<file path="src/rtl/exec_pkg.sv">
// Shared encodings and defaults for the execute sequencer.
// ALU op and shift codes, the FSM state type and the datapath/register-index widths.
package exec_pkg;

  localparam int unsigned DataWidth = 16;
  localparam int unsigned RegWidth  = 3;

  typedef enum logic [1:0] {
    OpAdd = 2'b00,
    OpSub = 2'b01,
    OpAnd = 2'b10,
    OpMvn = 2'b11
  } alu_op_e;

  typedef enum logic [1:0] {
    ShNone = 2'b00,
    ShLsl1 = 2'b01,
    ShLsr1 = 2'b10,
    ShAsr1 = 2'b11
  } shift_e;

  typedef enum logic [2:0] {
    StIdle,
    StReadA,
    StReadB,
    StExec,
    StWb
  } state_e;

endpackage

</file>
<file path="src/rtl/exec_if.sv">
// Request handshake, register-file port and status bundle of the execute stage.
// The slave modport is the stage; the master modport is the controller/register-file side.
interface exec_if #(
  parameter int unsigned DATA_W = exec_pkg::DataWidth,
  parameter int unsigned REG_W  = exec_pkg::RegWidth
);
  logic              req_valid;
  logic              req_ready;
  logic [1:0]        req_op;
  logic [1:0]        req_shift;
  logic [REG_W-1:0]  req_rn;
  logic [REG_W-1:0]  req_rm;
  logic [REG_W-1:0]  req_rd;
  logic              req_wb;
  logic [REG_W-1:0]  rf_readnum;
  logic [DATA_W-1:0] rf_data_out;
  logic [REG_W-1:0]  rf_writenum;
  logic              rf_write;
  logic [DATA_W-1:0] rf_data_in;
  logic [DATA_W-1:0] c_out;
  logic              z_flag;
  logic              n_flag;
  logic              v_flag;
  logic              done;

  modport slave (
    input  req_valid, req_op, req_shift, req_rn, req_rm, req_rd, req_wb, rf_data_out,
    output req_ready, rf_readnum, rf_writenum, rf_write, rf_data_in,
    output c_out, z_flag, n_flag, v_flag, done
  );

  modport master (
    output req_valid, req_op, req_shift, req_rn, req_rm, req_rd, req_wb, rf_data_out,
    input  req_ready, rf_readnum, rf_writenum, rf_write, rf_data_in,
    input  c_out, z_flag, n_flag, v_flag, done
  );
endinterface

</file>
<file path="src/rtl/exec_alu.sv">
// Combinational one-bit shifter on B, ALU and status-flag generation.
// Carry is discarded; V is signed overflow for ADD/SUB and zero otherwise.
module exec_alu import exec_pkg::*; #(
  parameter int unsigned DATA_W = DataWidth
) (
  input  alu_op_e           op,
  input  shift_e            shift,
  input  logic [DATA_W-1:0] a,
  input  logic [DATA_W-1:0] b,
  output logic [DATA_W-1:0] result,
  output logic              z,
  output logic              n,
  output logic              v
);
  localparam int unsigned Msb = DATA_W - 1;

  logic [DATA_W-1:0] sh;

  always_comb begin
    sh = b;
    case (shift)
      ShLsl1:  sh = {b[Msb-1:0], 1'b0};
      ShLsr1:  sh = {1'b0, b[Msb:1]};
      ShAsr1:  sh = {b[Msb], b[Msb:1]};
      default: sh = b;
    endcase
  end

  always_comb begin
    result = '0;
    v      = 1'b0;
    case (op)
      OpAdd: begin
        result = a + sh;
        v      = (a[Msb] == sh[Msb]) && (result[Msb] != a[Msb]);
      end
      OpSub: begin
        result = a - sh;
        v      = (a[Msb] != sh[Msb]) && (result[Msb] != a[Msb]);
      end
      OpAnd:   result = a & sh;
      default: result = ~sh;
    endcase
    z = (result == '0);
    n = result[Msb];
  end

endmodule

</file>
<file path="src/rtl/exec_stage.sv">
// Multi-cycle execute sequencer: reads two operands from the register file, runs the ALU,
// and writes C back, one operation per five cycles (IDLE, READ_A, READ_B, EXEC, WB).
module exec_stage import exec_pkg::*; #(
  parameter int unsigned DATA_W = DataWidth,
  parameter int unsigned REG_W  = RegWidth
) (
  input  logic  clk,
  input  logic  rst_n,
  exec_if.slave bus
);
  state_e            state_q, state_d;
  alu_op_e           op_q;
  shift_e            shift_q;
  logic [REG_W-1:0]  rm_q, rd_q, readnum_q;
  logic              wb_q;
  logic [DATA_W-1:0] a_q, b_q, c_q;
  logic              z_q, n_q, v_q;

  logic [DATA_W-1:0] alu_result;
  logic              alu_z, alu_n, alu_v;

  logic              req_ready;
  logic              rf_write;
  logic              done;
  logic [REG_W-1:0]  rf_writenum;

  exec_alu #(
    .DATA_W (DATA_W)
  ) u_alu (
    .op     (op_q),
    .shift  (shift_q),
    .a      (a_q),
    .b      (b_q),
    .result (alu_result),
    .z      (alu_z),
    .n      (alu_n),
    .v      (alu_v)
  );

  // readnum is registered so it holds its last value outside the two read states.
  always_ff @(posedge clk or negedge rst_n) begin
    if (!rst_n) begin
      state_q   <= StIdle;
      op_q      <= OpAdd;
      shift_q   <= ShNone;
      rm_q      <= '0;
      rd_q      <= '0;
      wb_q      <= 1'b0;
      readnum_q <= '0;
      a_q       <= '0;
      b_q       <= '0;
      c_q       <= '0;
      z_q       <= 1'b0;
      n_q       <= 1'b0;
      v_q       <= 1'b0;
    end else begin
      state_q <= state_d;
      case (state_q)
        StIdle: begin
          if (bus.req_valid) begin
            op_q      <= alu_op_e'(bus.req_op);
            shift_q   <= shift_e'(bus.req_shift);
            rm_q      <= bus.req_rm;
            rd_q      <= bus.req_rd;
            wb_q      <= bus.req_wb;
            readnum_q <= bus.req_rn;
          end
        end
        StReadA: begin
          a_q       <= bus.rf_data_out;
          readnum_q <= rm_q;
        end
        StReadB: b_q <= bus.rf_data_out;
        StExec: begin
          c_q <= alu_result;
          z_q <= alu_z;
          n_q <= alu_n;
          v_q <= alu_v;
        end
        default: ;
      endcase
    end
  end

  // Outputs decode from state alone so an asynchronous reset drops write/done at once.
  always_comb begin
    state_d     = state_q;
    req_ready   = 1'b0;
    rf_write    = 1'b0;
    done        = 1'b0;
    rf_writenum = '0;
    unique case (state_q)
      StIdle: begin
        req_ready = 1'b1;
        if (bus.req_valid) state_d = StReadA;
      end
      StReadA: state_d = StReadB;
      StReadB: state_d = StExec;
      StExec:  state_d = StWb;
      StWb: begin
        rf_write    = wb_q;
        done        = 1'b1;
        rf_writenum = rd_q;
        state_d     = StIdle;
      end
      default: state_d = StIdle;
    endcase
  end

  assign bus.req_ready   = req_ready;
  assign bus.rf_readnum  = readnum_q;
  assign bus.rf_writenum = rf_writenum;
  assign bus.rf_write    = rf_write;
  assign bus.rf_data_in  = c_q;
  assign bus.c_out       = c_q;
  assign bus.z_flag      = z_q;
  assign bus.n_flag      = n_q;
  assign bus.v_flag      = v_q;
  assign bus.done        = done;

endmodule

</file>
<file path="src/flat_wrapper.sv">
// flat-port wrapper written by rule: the top's interface ports become plain ports
module exec_stage_flat import exec_pkg::*;
#(
  parameter int unsigned DATA_W = DataWidth,
  parameter int unsigned REG_W  = RegWidth
)
  (clk, rst_n, bus_req_valid, bus_req_op, bus_req_shift, bus_req_rn, bus_req_rm, bus_req_rd, bus_req_wb, bus_rf_data_out, bus_req_ready, bus_rf_readnum, bus_rf_writenum, bus_rf_write, bus_rf_data_in, bus_c_out, bus_z_flag, bus_n_flag, bus_v_flag, bus_done);
  exec_if #(.DATA_W(DATA_W), .REG_W(REG_W)) bus_i ();
  input  logic clk;
  input  logic rst_n;
  input wire logic [$bits(bus_i.req_valid)-1:0] bus_req_valid;
  input wire logic [$bits(bus_i.req_op)-1:0] bus_req_op;
  input wire logic [$bits(bus_i.req_shift)-1:0] bus_req_shift;
  input wire logic [$bits(bus_i.req_rn)-1:0] bus_req_rn;
  input wire logic [$bits(bus_i.req_rm)-1:0] bus_req_rm;
  input wire logic [$bits(bus_i.req_rd)-1:0] bus_req_rd;
  input wire logic [$bits(bus_i.req_wb)-1:0] bus_req_wb;
  input wire logic [$bits(bus_i.rf_data_out)-1:0] bus_rf_data_out;
  output wire logic [$bits(bus_i.req_ready)-1:0] bus_req_ready;
  output wire logic [$bits(bus_i.rf_readnum)-1:0] bus_rf_readnum;
  output wire logic [$bits(bus_i.rf_writenum)-1:0] bus_rf_writenum;
  output wire logic [$bits(bus_i.rf_write)-1:0] bus_rf_write;
  output wire logic [$bits(bus_i.rf_data_in)-1:0] bus_rf_data_in;
  output wire logic [$bits(bus_i.c_out)-1:0] bus_c_out;
  output wire logic [$bits(bus_i.z_flag)-1:0] bus_z_flag;
  output wire logic [$bits(bus_i.n_flag)-1:0] bus_n_flag;
  output wire logic [$bits(bus_i.v_flag)-1:0] bus_v_flag;
  output wire logic [$bits(bus_i.done)-1:0] bus_done;
  assign bus_i.req_valid = bus_req_valid;
  assign bus_i.req_op = bus_req_op;
  assign bus_i.req_shift = bus_req_shift;
  assign bus_i.req_rn = bus_req_rn;
  assign bus_i.req_rm = bus_req_rm;
  assign bus_i.req_rd = bus_req_rd;
  assign bus_i.req_wb = bus_req_wb;
  assign bus_i.rf_data_out = bus_rf_data_out;
  assign bus_req_ready = bus_i.req_ready;
  assign bus_rf_readnum = bus_i.rf_readnum;
  assign bus_rf_writenum = bus_i.rf_writenum;
  assign bus_rf_write = bus_i.rf_write;
  assign bus_rf_data_in = bus_i.rf_data_in;
  assign bus_c_out = bus_i.c_out;
  assign bus_z_flag = bus_i.z_flag;
  assign bus_n_flag = bus_i.n_flag;
  assign bus_v_flag = bus_i.v_flag;
  assign bus_done = bus_i.done;
  exec_stage #(.DATA_W(DATA_W), .REG_W(REG_W)) u_core (.clk(clk), .rst_n(rst_n), .bus(bus_i));
endmodule
</file>
<file path="config.mk">
export PLATFORM = sky130hd
export DESIGN_NAME = exec_stage_flat
export DESIGN_NICKNAME = d
export VERILOG_FILES = /design/src/rtl/exec_pkg.sv /design/src/rtl/exec_if.sv /design/src/rtl/exec_alu.sv /design/src/rtl/exec_stage.sv /design/src/flat_wrapper.sv
export SDC_FILE = /design/constraint.sdc
export NUM_CORES = 1
export LEC_CHECK = 0
export BUFFER_PORTS_ARGS = -buffer_cell sky130_fd_sc_hd__buf_4
export CORE_MARGIN = 1
export CORE_UTILIZATION = 45
export DETAILED_ROUTE_END_ITERATION = 6
export GPL_TIMING_DRIVEN = 0
export MAX_ROUTING_LAYER = met4
export PLACE_DENSITY = 0.71
export SLEW_MARGIN = 10
export SYNTH_ARGS = -nofsm -noshare
export SYNTH_HDL_FRONTEND = slang
export SYNTH_SLANG_ARGS = --single-unit
</file>
<file path="constraint.sdc">
create_clock -name clk -period 10.9 [get_ports clk]
set_clock_uncertainty 0.2 [all_clocks]
set_input_delay 2.725 -clock clk [delete_from_list [all_inputs] [get_ports clk]]
set_output_delay 2.725 -clock clk [all_outputs]
set_load 0.005 [all_outputs]
</file>
# Yosys cells after proc, flatten, opt, wreduce, memory -nomap -nowiden
# Cells that the tools add are included.
[classes] n_eq_ne=14 bitwise_logic=2 n_addsub=2 n_reduce_logical=8 muxes=11
[op_table] cell="$pmux W16 S3" n=2
[op_table] cell="$add A16 B16 Y16" n=1
[op_table] cell="$and A16 B16 Y16" n=1
[op_table] cell="$logic_not A16 Y1" n=1
[op_table] cell="$not A16 Y16" n=1
[op_table] cell="$sub A16 B16 Y16" n=1
[op_table] cell="$pmux W3 S4" n=1
[op_table] cell="$mux W3" n=3
[op_table] cell="$eq A2 B2 Y1 const B" n=3
[op_table] cell="$eq A3 B2 Y1 const B" n=2
[op_table] cell="$pmux W3 S2" n=1
[op_table] cell="$eq A2 B1 Y1 const B" n=2
[op_table] cell="$reduce_and A2 Y1" n=2
[op_table] cell="$eq A3 B1 Y1 const B" n=1
[op_table] cell="$eq A3 B3 Y1 const B" n=1
[op_table] cell="$logic_not A3 Y1" n=1
[op_table] cell="$mux W1" n=3
[op_table] cell="$ne A1 B1 Y1" n=3
[op_table] cell="$logic_and A1 B1 Y1" n=2
[op_table] cell="$logic_not A2 Y1" n=1
[op_table] cell="$ne A2 B2 Y1 const B" n=1
[op_table] cell="$pmux W1 S2" n=1
[op_table] cell="$reduce_bool A2 Y1" n=1
[op_table] cell="$eq A1 B1 Y1" n=1
[word_totals] ff_bits=68 wordCells=50 out_inout_bits=44 in_bits=33

# Logic depth before layout (Yosys ltp)
# Gate-level depths: netlist (run 1).
[depth] word_depth=6 depth_mapped=16

# Hierarchy
# A second synthesis (run 1) with hierarchy kept.
[hier_totals] cells_unflattened=554 area_unflattened_um2=5311.3
[modules_own_cells] module="exec_stage" area_per_inst_um2=2766.4 instances=1 cells_each=177 seq_area_each_um2=1701.6
[modules_own_cells] module="exec_alu" area_per_inst_um2=2544.9 instances=1 cells_each=377 seq_area_each_um2=0.0

# Least setup slack after synthesis (run 1)
# OpenSTA, ideal clock, no wires.
[synth_timing] kind="input-to-reg" startpoint="input bus_req_valid" endpoint="register u_core.rd_q[2]" required_time_ps=10575 cell_stages=4 setup_ps=125 path_slack_ps=6788 arrival_ps=3787 path_cell_list="and2_1 > clkbuf_1 > buf_1 > mux2_2"
[synth_between] elab_chain_cells=1
[synth_rtl] element="start: declaration" line="flat_wrapper.sv:11" source="input wire logic [$bits(bus_i.req_valid)-1:0] bus_req_valid;"
[synth_rtl] element="$reduce_and A2 Y1 (no source line)"
[synth_rtl] element="end signal: assignment" line="exec_stage.sv:64" source="rd_q <= bus.req_rd;"
[synth_rtl] element="end: declaration" line="exec_stage.sv:14" source="logic [REG_W-1:0] rm_q, rd_q, readnum_q;"
# No other way between the ends.
# A chain may end at the register's enable or synchronous reset.

# Worst setup path in the final report (run 1)
[layout_timing] startpoint="register u_core.state_q[2]" endpoint="output bus_rf_writenum[0]"
[layout_between] elab_chain_cells=2
[layout_rtl] element="start: declaration" line="exec_stage.sv:11" source="state_e state_q, state_d;"
[layout_rtl] element="start signal: assignment" line="exec_stage.sv:43" source="state_q <= StIdle;"
[layout_rtl] element="start signal: assignment" line="exec_stage.sv:57" source="state_q <= state_d;"
[layout_rtl] element="$eq A3 B3 Y1" line="exec_stage.sv:92" source="unique case (state_q)"
[layout_rtl] element="$mux W3" line="exec_stage.sv:92"
[layout_rtl] element="end: declaration" line="flat_wrapper.sv:21" source="output wire logic [$bits(bus_i.rf_writenum)-1:0] bus_rf_writenum;"
# No other way between the ends.

==> results of run 1 <==
-- sequential cells by signal, summed over array words and instances, names as in the netlist --
register,count
u_core.state_q,3
u_core.bus.v_flag,1
u_core.wb_q,1
u_core.op_q,2
u_core.bus.z_flag,1
u_core.bus.c_out,16
u_core.b_q,16
u_core.shift_q,2
u_core.rm_q,3
u_core.rd_q,3
u_core.a_q,16
u_core.bus.rf_readnum,3
-- worst max-delay path, stage by stage, from the launching register on --
cell and delay (ns):
dfrtp_1 0.34, clkbuf_1 0.28, nor3b_1 0.47, and2_1 0.20
buf_4 0.10
-- kinds of logic (layout without fill, tap and decap cells) --
family	count (synthesis)	in the layout
mux	73	73
simple gates	135	135
compound gates	134	134
buf+inv	77	169
fa+ha+maj	40	40
flops	67	67
xor+xnor	16	16
-- layout make-up --
type / instances / area [um2]
multi-input combinational: 398 / 3000
clock buffer: 11 / 141
timing repair buffer: 76 / 571
sequential: 67 / 1680
tap: 140 / 175
fill: 1003 / 4900
inverter: 29 / 109
clock inverter: 5 / 62.6
buffer: 48 / 258
-- through the flow --
step | cell area (um2) | worst slack, ns
3_3_place_gp | 5780 | 6.51
4_1_cts | 5990 | 6.20
2_1_floorplan | 5040 | 6.79
5_1_grt | 5990 | 6.08
3_5_place_dp | 5780 | 6.46
6_report | 5990 | 6.23
-- final timing paths --
path | slack (ns) | endpoint | start
setup / recovery | 6.23 | bus_rf_writenum[0] | u_core.state_q[2]$_DFFE_PN0P_
hold / removal | 0.29 | u_core.bus.rf_readnum[1]$_DFFE_PN0P_ | u_core.rm_q[1]$_DFFE_PN0P_
setup reg to reg | 6.44 | u_core.bus.z_flag$_DFFE_PN0P_ | u_core.shift_q[1]$_DFFE_PN0P_
hold reg to reg | 0.29 | u_core.bus.rf_readnum[1]$_DFFE_PN0P_ | u_core.rm_q[1]$_DFFE_PN0P_
max in group asynchronous | 7.68 | u_core.rd_q[2]$_DFFE_PN0P_ | rst_n
min in group asynchronous | 2.26 | u_core.bus.c_out[15]$_DFFE_PN0P_ | rst_n
-- metal layers --
metal  vias to the layer above  share of wire [%]  track usage (%)
met3                        13                4.3             3.21
li1                       2088                  -                -
met1                      2007                 48             31.4
met5                         -                  0                -
met2                        95                 46             36.6
met4                         0                1.2             7.73
-- cells in the mapped netlist, drive strengths merged (3+ instances only) --
cell type | number | share of area [%]
dfrtp | 67 | 33
nand2 | 49 | 3.7
o21ai | 49 | 4.9
mux2 | 46 | 10
ha | 38 | 9.4
nor2 | 32 | 2.4
inv | 28 | 2.1
buf | 27 | 3.6
a21oi | 26 | 2.6
mux2i | 25 | 5.0
clkbuf | 21 | 1.6
a211oi | 12 | 1.9
o31ai | 11 | 1.7
xnor2 | 11 | 1.9
nor2b | 8 | 0.99
nor3 | 8 | 0.80
and2 | 7 | 0.87
nand2b | 6 | 0.75
nand3 | 6 | 0.60
nor3b | 6 | 0.99
o211ai | 6 | 0.89
xor2 | 5 | 0.87
a2111oi | 3 | 0.65
nand4b | 3 | 0.52
or2 | 3 | 0.37
==> results.py, run 1 <==
metrics = {
    "floorplanning": {
        "die_w_um": 108,
        "core_area_mm2": 0.0109,
        "start_util_pct": 46.3,
        "dieHeight_um": 108,
        "placementRows": 38,
        "die_area_mm2": 0.0116,
        "design.portCount": 77,
    },
    "layout": {
        "final_common_cell": "buf_4",
        "antenna_cells": 0,
        "drive_gt1_share_pct": 26.8,
        "mostFrequentLayoutCells": "93 x buf_4, 67 x dfrtp_1, 49 x nand2_1, 45 x mux2_2, 38 x ha_1",
        "syn2layout_area_growth_pct": 19.0,
        "final_cells": 774,
        "layout.nets": 702,
        "postLayoutCoreUtil_pct": 55.0,
    },
    "clocking": {
        "clk_pin_slew_ns": 0.08,
        "cts_tree": "built",
        "cts_resized": 0,
        "clock_latency_ns": 0.36,
        "postCtsSetupRepairBufs": 0,
        "cts_sinks": 67,
        "ctsHoldBuffers": 0,
        "cts_buffers": 9,
        "cts-root-buf": "clkbuf_8",
        "clock_path_buffers": 2,
        "cts.htree.levels": 3,
    },
    "routing": {
        "wl_mm": 12.5,
        "ant_nets": 0,
        "drc": 0,
        "dr.pass1.iters": 5,
        "vias": 4203,
        "drtIter0Drc": 173,
        "vias_per_cell": 5.43,
        "wl_per_cell_um": 16.1,
    },
    "setup_path": {
        "path_max_fanout": 7,
        "critical_path_class": "reg2out",
        "cp-end-kind": "output port",
        "r2r_cells": 14,
        "cp-start-kind": "flop",
        "cp.required_ns": 7.98,
        "critPathArrivalTime_ns": 1.75,
    },
    "logic_synthesis": {
        "synth-main-ff-cell": "dfrtp_1",
        "yosysUniqueCellTypes": 63,
        "synth-simple-area-share_pct": 12.9,
        "synth-seq-cells": 67,
        "synth_compound_area_share_pct": 17.4,
        "ys_seq_area_share_pct": 33.3,
        "syn_area_mm2": 0.00504,
        "post_synth.cell_area_avg_um2": 9.29,
        "yosysWarnings": 0,
        "synth_edf_count": 0,
        "syn_inst": 542,
        "syn-num-nets": 615,
        "synthAdderAreaFrac_pct": 10.2,
        "synth-async-reset-ratio_pct": 100,
        "synth.area.mux_share_pct": 16.1,
        "synth_xor_area_share_pct": 2.78,
        "synth_top_family_by_area": "compound AO/OA/AOI/OAI gates",
    },
    "timing": {
        "timing.final.crit_share_pct": 42.9,
        "hold_ws_ns": 0.291,
        "finalMaxSlewViolations": 0,
        "fin_crit_ns": 4.67,
        "worst-slew-pin-transition_ns": 0.847,
        "hold_viol": 0,
        "clock.fmax_ghz": 0.214,
        "tns_ns": 0,
        "slew_headroom_pct": 43.6,
        "finalSetupViolations": 0,
        "rsz0062_at_grt": "false",
    },
    "grt": {
        "grt_pass1_vias": 3973,
        "grt_pass1_wl_mm": 20.2,
        "track_usage_pct": 23.5,
        "grt-ovfl-total": 0,
        "antenna_found_initial": 0,
        "grt_max_degree": 68,
    },
    "place": {
        "gp_congestion": 0.891,
        "place_hpwl_mm": 9.87,
        "dp.cells": 758,
        "port_buffers": 76,
    },
    "worst_hold_path": {
        "min_path_cells": 2,
        "hold_path.class": "reg2reg",
    },
    "run_status": {
        "status": "finished clean",
    },
    "job": {
        "maxCapViolations": 0,
    },
}
Power of run 1 is left out: the tool's default activity adds up to more than one toggle a clock period on the data nets, which glitch-free logic cannot reach.
==> run 2, diff against run 1 <==
==> constraint.sdc (replaced) <==
create_clock -name clk -period 4.74 [get_ports clk]
set_clock_uncertainty 0.2 [all_clocks]
set_input_delay 1.185 -clock clk [delete_from_list [all_inputs] [get_ports clk]]
set_output_delay 1.185 -clock clk [all_outputs]
set_load 0.005 [all_outputs]
==> run 2 against run 1 <==
Against the previous run: via count increased by 0.43%; core utilization about the same; critical path depth increased by 11; setup slack got worse by 5.9 ns; die area unchanged; cell area about the same; cell count unchanged; sequential cell count unchanged; non-clock buffer count unchanged; hold slack about the same; highest routed layer unchanged.
==> results.py, run 2 (same netlist as run 1, synthesis figures left out) <==
metrics = {
    "grt": {
        "grt-ovfl-total": 0,
        "grt_pass1_vias": 3973,
        "grt_pass1_wl_mm": 20.2,
        "track_usage_pct": 23.5,
        "antenna_found_initial": 0,
        "grt_max_degree": 68,
    },
    "timing": {
        "rsz0062_at_grt": "false",
        "finalSetupViolations": 0,
        "hold_viol": 0,
        "tns_ns": 0,
        "timing.final.crit_share_pct": 92.9,
        "clock.fmax_ghz": 0.227,
        "slew_headroom_pct": 43.6,
        "finalMaxSlewViolations": 0,
        "fin_crit_ns": 4.40,
        "worst-slew-pin-transition_ns": 0.847,
    },
    "setup_path": {
        "critical_path_class": "reg2reg",
        "r2r_slack_ns": 0.34,
        "cp.required_ns": 4.81,
        "cp-start-kind": "flop",
        "critPathArrivalTime_ns": 4.47,
        "cp-end-kind": "flop",
        "path_max_fanout": 10,
    },
    "layout": {
        "syn2layout_area_growth_pct": 19.0,
        "multi_input_area_mm2": 0.00300,
        "fillCellCount": 1002,
        "regArea_mm2": 0.00168,
        "layout.nets": 702,
        "drive_gt1_share_pct": 27.0,
        "final_common_cell": "buf_4",
        "antenna_cells": 0,
        "mostFrequentLayoutCells": "93 x buf_4, 67 x dfrtp_1, 49 x nand2_1, 45 x mux2_2, 38 x ha_1",
    },
    "routing": {
        "dr.pass1.iters": 5,
        "ant_nets": 0,
        "wl_per_cell_um": 16.2,
        "vias": 4221,
        "wl_mm": 12.5,
        "vias_per_cell": 5.45,
        "drtIter0Drc": 173,
        "drc": 0,
    },
    "clocking": {
        "cts_sinks": 67,
        "cts.htree.levels": 3,
        "clock_latency_ns": 0.36,
        "cts-root-buf": "clkbuf_8",
        "clock_path_buffers": 2,
        "postCtsSetupRepairBufs": 0,
        "cts_tree": "built",
        "cts_buffers": 9,
        "ctsHoldBuffers": 0,
        "clk_pin_slew_ns": 0.08,
    },
    "run_status": {
        "status": "finished clean",
    },
    "floorplanning": {
        "die_area_mm2": 0.0116,
        "die_w_um": 108,
        "design.portCount": 77,
        "dieHeight_um": 108,
        "core_area_mm2": 0.0109,
        "placementRows": 38,
        "start_util_pct": 46.3,
    },
    "place": {
        "gp_congestion": 0.891,
        "port_buffers": 76,
        "place_hpwl_mm": 9.87,
    },
    "job": {
        "maxCapViolations": 0,
    },
    "worst_hold_path": {
        "hold_path.class": "reg2reg",
    },
}
-- run 2: cell counts in the layout (fill, tap and decap cells not counted) --
Identical to the previous run, type by type.
-- run 2: final timing paths --
path	start	end	cells after the start
min	u_core.rm_q[1]$_DFFE_PN0P_	u_core.bus.rf_readnum[1]$_DFFE_PN0P_	2
max reg2reg	u_core.shift_q[0]$_DFFE_PN0P_	u_core.bus.z_flag$_DFFE_PN0P_	15
max	u_core.shift_q[0]$_DFFE_PN0P_	u_core.bus.z_flag$_DFFE_PN0P_	15
min reg2reg	u_core.rm_q[1]$_DFFE_PN0P_	u_core.bus.rf_readnum[1]$_DFFE_PN0P_	2
min in group asynchronous	rst_n	u_core.bus.c_out[15]$_DFFE_PN0P_	1
max in group asynchronous	rst_n	u_core.rd_q[2]$_DFFE_PN0P_	1
-- run 2: critical path: stages, from the launching register on --
cell and delay (ns):
dfrtp_1 0.36, buf_2 0.20, buf_2 0.24, o21ai_0 0.49
ha_1 0.25, inv_1 0.06, fa_1 0.43, nor3b_2 0.19
o31ai_2 0.36, nand2_1 0.18, a21o_1 0.21, a221o_1 0.33
nand4b_1 0.19, nand4b_1 0.20, nand4b_1 0.21, o31ai_1 0.21
-- run 2: layout make-up --
type                            instances  area share [%]
Multi-Input combinational cell        398            50.0
Timing Repair Buffer                   76            9.52
Clock buffer                           11            2.36
Sequential cell                        67            28.0
Tap cell                              140            2.92
Inverter                               29            1.82
Buffer                                 48            4.32
Clock inverter                          5            1.04
-- run 2: metal layers --
metal  track usage [%]  vias to the layer above  wire (um)
met2              36.6                      110       5810
met5                 -                        -          0
met3              3.21                       15        559
met4              7.73                        0        150
met1              31.4                     2007       6000
li1                  -                     2089          -
-- run 2: timing repair --
item | in CTS | in global routing
endpoints found under the setup margin | 0 | 1
resized for setup | 0 | 2
endpoints found under the hold margin | 0 | 0
-- run 2: through the flow --
step                      cell area (um2)  setup slack [ns]  cells  utilization (%)  hold WS [ns]
after global placement               5780             0.362    758             53.1         0.255
after floorplan                      5040             0.998    542                -         0.246
after detailed placement             5780             0.303    758             53.1         0.271
final                                5990             0.338    774             55.0         0.291
after global routing                 5990            0.0758    774             55.0         0.325
after CTS                            5990             0.273    774             55.0         0.292
Power of run 2 is left out for the same reason.
